$ cat src/rtl/latch_bank_pkg.sv
// latch_bank_pkg: shared FSM states, phase counter width and default latch timing
package latch_bank_pkg;
  typedef enum logic [2:0] {IDLE, SETUP, PULSE, HOLD, READ, DONE} state_t;
  localparam int PHASE_W = 8;
  localparam int DEF_SETUP = 1;
  localparam int DEF_PULSE = 2;
  localparam int DEF_HOLD = 1;
endpackage

$ cat src/rtl/latch_bank_writer_phase_timer.sv
// phase_timer: loadable down-counter, tc flags the last cycle of a phase
module phase_timer
  import latch_bank_pkg::*;
(
  input  logic               clk,
  input  logic               rst,
  input  logic               load,
  input  logic [PHASE_W-1:0] val,
  output logic               tc
);
  logic [PHASE_W-1:0] cnt;
  always_ff @(posedge clk)
    cnt <= rst ? '0 : load ? val : (cnt != '0) ? cnt - PHASE_W'(1) : cnt;
  assign tc = cnt == PHASE_W'(1);
endmodule

$ cat src/rtl/latch_bank_writer.sv
// latch_bank_writer: writes a word into an external gated-latch bank and verifies the readback
// Optional single retry on mismatch when LATCH_BANK_WRITER_RETRY_EN is defined.
module latch_bank_writer
  import latch_bank_pkg::*;
#(
  parameter int WIDTH     = 8,
  parameter int SETUP_CYC = DEF_SETUP,
  parameter int PULSE_CYC = DEF_PULSE,
  parameter int HOLD_CYC  = DEF_HOLD
) (
  input  logic             Clk,
  input  logic             Reset,
  input  logic             Start,
  input  logic [WIDTH-1:0] Data,
  output logic             Busy,
  output logic             Done,
  output logic             Mismatch,
  output logic [WIDTH-1:0] ReadData,
  output logic [WIDTH-1:0] LatchD,
  output logic             LatchEn,
`ifdef LATCH_BANK_WRITER_RETRY_EN
  output logic             Retried,
`endif
  input  logic [WIDTH-1:0] LatchQ
);
  state_t state, next;
  logic [WIDTH-1:0] word;
  logic [PHASE_W-1:0] load_val;
  logic load, tc, accept, again;
  phase_timer u_timer (.clk(Clk), .rst(Reset), .load(load), .val(load_val), .tc(tc));
  assign accept = (state == IDLE) && Start && !Done;
`ifdef LATCH_BANK_WRITER_RETRY_EN
  logic tried;
  assign again = (LatchQ != word) && !tried;
  always_ff @(posedge Clk) begin
    tried   <= Reset ? 1'b0 : accept ? 1'b0 : (state == READ && again) ? 1'b1 : tried;
    Retried <= Reset ? 1'b0 : accept ? 1'b0 : (state == DONE) ? tried : Retried;
  end
`else
  assign again = 1'b0;
`endif
  always_comb begin
    next = state;
    load = 1'b0;
    load_val = PHASE_W'(SETUP_CYC);
    case (state)
      IDLE: if (accept) begin next = SETUP; load = 1'b1; end
      SETUP: if (tc) begin next = PULSE; load = 1'b1; load_val = PHASE_W'(PULSE_CYC); end
      PULSE: if (tc) begin next = HOLD; load = 1'b1; load_val = PHASE_W'(HOLD_CYC); end
      HOLD: if (tc) next = READ;
      READ: begin next = again ? SETUP : DONE; load = again; end
      DONE: next = IDLE;
      default: next = IDLE;
    endcase
  end
  always_ff @(posedge Clk) state <= Reset ? IDLE : next;
  // Outputs are decoded from the current state one edge late, so every phase keeps its exact length.
  always_ff @(posedge Clk) begin
    if (Reset) begin
      word <= '0;
      Busy <= 1'b0;
      Done <= 1'b0;
      Mismatch <= 1'b0;
      ReadData <= '0;
      LatchD <= '0;
      LatchEn <= 1'b0;
    end else begin
      if (accept) begin
        word <= Data;
        Busy <= 1'b1;
        Mismatch <= 1'b0;
      end else if (state == DONE) Busy <= 1'b0;
      Done <= state == DONE;
      LatchEn <= state == PULSE;
      if (state == SETUP) LatchD <= word;
      if (state == READ) begin
        ReadData <= LatchQ;
        Mismatch <= LatchQ != word;
      end
    end
  end
endmodule

$ cat config.mk
export PLATFORM = sky130hd
export DESIGN_NAME = latch_bank_writer
export DESIGN_NICKNAME = d
export VERILOG_FILES = /design/src/rtl/latch_bank_pkg.sv /design/src/rtl/latch_bank_writer_phase_timer.sv /design/src/rtl/latch_bank_writer.sv
export SDC_FILE = /design/constraint.sdc
export NUM_CORES = 1
export LEC_CHECK = 0
export CORE_MARGIN = 4
export CORE_UTILIZATION = 40
export DETAILED_ROUTE_END_ITERATION = 8
export HOLD_SLACK_MARGIN = 0.15
export PLACE_DENSITY = 0.65
export SLEW_MARGIN = 20
export SYNTH_ARGS = -nofsm -noshare
export SYNTH_HDL_FRONTEND = slang
export SYNTH_HIERARCHICAL = 1
export SYNTH_SLANG_ARGS = --single-unit
$ cat constraint.sdc
create_clock -name Clk -period 3.4 [get_ports Clk]
set_input_delay 0.34 -clock Clk [delete_from_list [all_inputs] [get_ports Clk]]
set_output_delay 0.34 -clock Clk [all_outputs]
set_load 0.005 [all_outputs]
==> reports/qor.csv <==
stage;metric;value;unit
outcome;status;complete, no violations;
layout;final net count;256;
worst_setup_path;WP data arrival;3120;ps
worst_setup_path;R2R depth;11;
worst_setup_path;crit path launch type;register;
sta;final hold slack;454;ps
sta;Fin Setup TNS;0;ps
drt;M1 wire length;1850;microns
clocking;clk slew on worst S/H paths;80;ps
sta;worst-margin pin slew;872;ps
drt;DR DRC count;0;
drt;top layer in use;met4;
placement;count of input and output buffers;38;
drt;via count;1395;
synthesis;Yosys reg bits;39;
sta;Max-slew headroom;0.414;
global_route;global-route wire length before repair;5830;microns
pwr;total power;1.23;mW
worst_setup_path;worst r2r src;u_timer/cnt[4];
sta;Layout Skew;5.76;ps
sta;Tmin final;2900;ps
layout;Layout area overhead;27.5;%
worst_setup_path;Critical Path Slowest Stage Cell;or4_4;
flow_run;Maximum Capacitance Violations;0;
sta;f_max;345;MHz
worst_setup_path;CP required;3620;ps
synthesis;post-synthesis cell count;191;
synthesis;register area share after synthesis;0.434;
clocking;Longest Clk Path Bufs;2;
worst_setup_path;worst setup path category;reg2reg;
worst_setup_path;crit path max fanout;8;
floorplan;std cell rows;24;
drt;TritonRoute pass-1 iters;4;
layout;area of the multi-input gates;931;sq um
layout;Final Util;0.527;
layout;share of cells above drive strength 1;0.0979;
worst_setup_path;crit-path max cell delay;580;ps
drt;detailed-route wire length per cell;12.9;microns
clocking;root buffer cell;clkbuf_8;
pwr;Leak Pwr;0.826;nW
clocking;CTS Hold Bufs;0;
worst_setup_path;Critical R2R Capture;u_timer/cnt[3];
global_route;vias in the first global route;1231;
floorplan;Die Wd;75.1;microns
clocking;H-tree Lvls;2;
drt;metal2 WL;1580;microns
placement;Final Wtd Congestion;0.744;
layout;Inserted Diodes;0;
global_route;gr usage total;0.138;
synthesis;Unique masters post-synth;39;
worst_setup_path;Cell Chain, Critical Path;or4_4 > nor4b_1 > buf_4 > nand2_1 > o21ai_0 > a2bb2oi_1 > nor2_1 > nand2b_1 > nor4_4 > or2_1 > a211oi_2;
global_route;initial antenna violation count;0;
sta;Hold Fails Final Rpt;0;
clocking;postcts setup bufs;0;
min_path;Hold Path Class;reg2reg;
clocking;Resize count post-CTS;0;
clocking;TritonCTS clock tree;yes;
layout;register area;781;sq um
pwr;worst vdd ir;0.266;mV
floorplan;# IOs;39;
clocking;CTS buffer count;5;
drt;final wirelength;3710;microns
global_route;largest net degree at the start of global routing;23;
sta;post-route clock period utilization;0.852;
layout;Fillers;425;
sta;Final Slew Violations;0;
worst_setup_path;flop2flop setup slack;500;ps
synthesis;mean post-synth cell area;9.42;sq um
synthesis;Syn Std Cell Area;1800;sq um
pwr;pwr dens;534;nW/um^2
worst_setup_path;CP Capture Type;register;
clocking;clk sinks;39;
sta;RSZ-0062 raised after global routing;false;
floorplan;Core ar.;4350;sq um
floorplan;Die Y;75.1;microns
clocking;clk_lat worst skew;300;ps
drt;DR WL met3;219;microns
global_route;grt ovf;0;
sta;setup violators final;0;
worst_setup_path;CP endpoint;u_timer/cnt[3];
floorplan;die area;5630;sq um
floorplan;Initial Util;0.413;
drt;Via density;4.86;
synthesis;synth warn;6;
placement;post-DP HPWL;2660;microns
drt;remaining antenna violation count after routing;0;
worst_setup_path;worst setup path startpoint;u_timer/cnt[4];
drt;DR iter-0 viols;113;
## placed cells by master, fill, tap and decap left out, types with 2 or more instances in the layout
| cell type | n |
|---|---|
| a211oi_2 | 4 |
| a21oi_1 | 14 |
| buf_4 | 3 |
| clkbuf_8 | 5 |
| clkdlybuf4s50_1 | 38 |
| conb_1 | 6 |
| dfxtp_1 | 39 |
| ha_1 | 3 |
| inv_1 | 6 |
| mux2i_1 | 19 |
| nand2_1 | 20 |
| nand2b_1 | 2 |
| nand4_1 | 2 |
| nor2_1 | 28 |
| nor2_2 | 2 |
| nor3_1 | 2 |
| nor3b_1 | 2 |
| nor4_4 | 2 |
| o21ai_0 | 2 |
| xnor2_1 | 14 |
## synthesized netlist by cell type
library cell | count | share of area
a211oi_2 | 4 | 0.028
o21ai_1 | 1 | 0.0028
mux2i_1 | 19 | 0.11
or3_1 | 1 | 0.0035
clkbuf_1 | 4 | 0.0083
nor4b_1 | 1 | 0.0049
or2_1 | 1 | 0.0035
buf_6 | 5 | 0.031
a22oi_1 | 1 | 0.0042
nor2_1 | 28 | 0.058
or4_4 | 1 | 0.0063
nor4_4 | 2 | 0.024
and2_1 | 1 | 0.0035
inv_1 | 6 | 0.013
nor3b_1 | 2 | 0.0083
nor2_2 | 2 | 0.0070
clkinv_1 | 1 | 0.0021
nand2_1 | 20 | 0.042
nand4_1 | 2 | 0.0070
inv_2 | 1 | 0.0021
nand3_1 | 1 | 0.0028
buf_2 | 1 | 0.0028
xor2_1 | 1 | 0.0049
nor4_2 | 1 | 0.0070
conb_1 | 1 | 0.0021
nor3_2 | 1 | 0.0056
a2bb2oi_1 | 1 | 0.0049
nor3_1 | 2 | 0.0056
ha_1 | 3 | 0.021
a21oi_1 | 14 | 0.039
o21ai_0 | 2 | 0.0056
dfxtp_1 | 39 | 0.43
nand3b_1 | 1 | 0.0042
nor3_4 | 1 | 0.0090
nand4b_1 | 1 | 0.0049
nor4_1 | 1 | 0.0035
nand2b_1 | 2 | 0.0070
a21boi_0 | 1 | 0.0042
xnor2_1 | 14 | 0.068
## sequential cells by signal, summed over array words and instances, names as in the netlist
signal and flops:
u_timer/cnt 8, word 8, Busy 1, Done 1
LatchEn 1, ReadData 8, LatchD 8, state 3
Mismatch 1
## final cells by class
class                           instances  share of cell area
Clock buffer                            6              0.0316
Clock inverter                          2             0.00545
Inverter                                8              0.0131
Multi-Input combinational cell        139               0.406
Sequential cell                        39               0.340
Tap cell                               52              0.0284
Timing Repair Buffer                   41               0.176
## metrics by stage
| step | cell area, sq um | cells | setup WS [ps] |
|---|---|---|---|
| floorplan | 1820 | 196 | 616 |
| global placement | 2210 | 279 | 609 |
| detailed placement | 2210 | 279 | 564 |
| CTS | 2290 | 287 | 530 |
| global route | 2290 | 287 | 228 |
| finish | 2290 | 287 | 502 |
## power breakdown
group          internal [mW]  total, mW  leakage (nW)  switching (mW)
logic                  0.180      0.347         0.466           0.167
clock network          0.143      0.311        0.0412           0.168
registers              0.506      0.566         0.318          0.0607
total                  0.829       1.23         0.826           0.396
## cell families after synthesis
kind of cell / share of synthesized area
buffers and inverters: 0.0591
and+or+nand+nor: 0.217
AOI/OAI and AO/OA: 0.0883
DFF: 0.434
xor gates and xnor gates: 0.0730
muxes: 0.106
adders and majority gates: 0.0209
other: 0.00208
## critical path, delay by kind of cell, from the launching register on
kind / cells / cell delay (ps)
AND/OR/NAND/NOR: 7 / 1900
AO/OA/AOI/OAI: 3 / 380
flip-flops: 1 / 340
buffers and inverters: 1 / 190
## worst min path at each step
stage                      startpoint             end  cells past startpoint  slack (ps)
after detailed placement  ReadData[7]     ReadData[7]                      2         450
after floorplan                 Reset  u_timer/cnt[0]                      1         410
final                     ReadData[1]     ReadData[1]                      2         450
after global placement    ReadData[1]     ReadData[1]                      2         440
after CTS                 ReadData[7]     ReadData[7]                      2         460
after global routing      ReadData[1]     ReadData[1]                      2         490
## routing by layer
metal  GRT usage  up-vias
met5           0        -
met4      0.0474        0
met3      0.0494        7
met2       0.190       36
met1       0.198      637
li1            -      715
No activity file was read; power rests on OpenSTA's default activity.
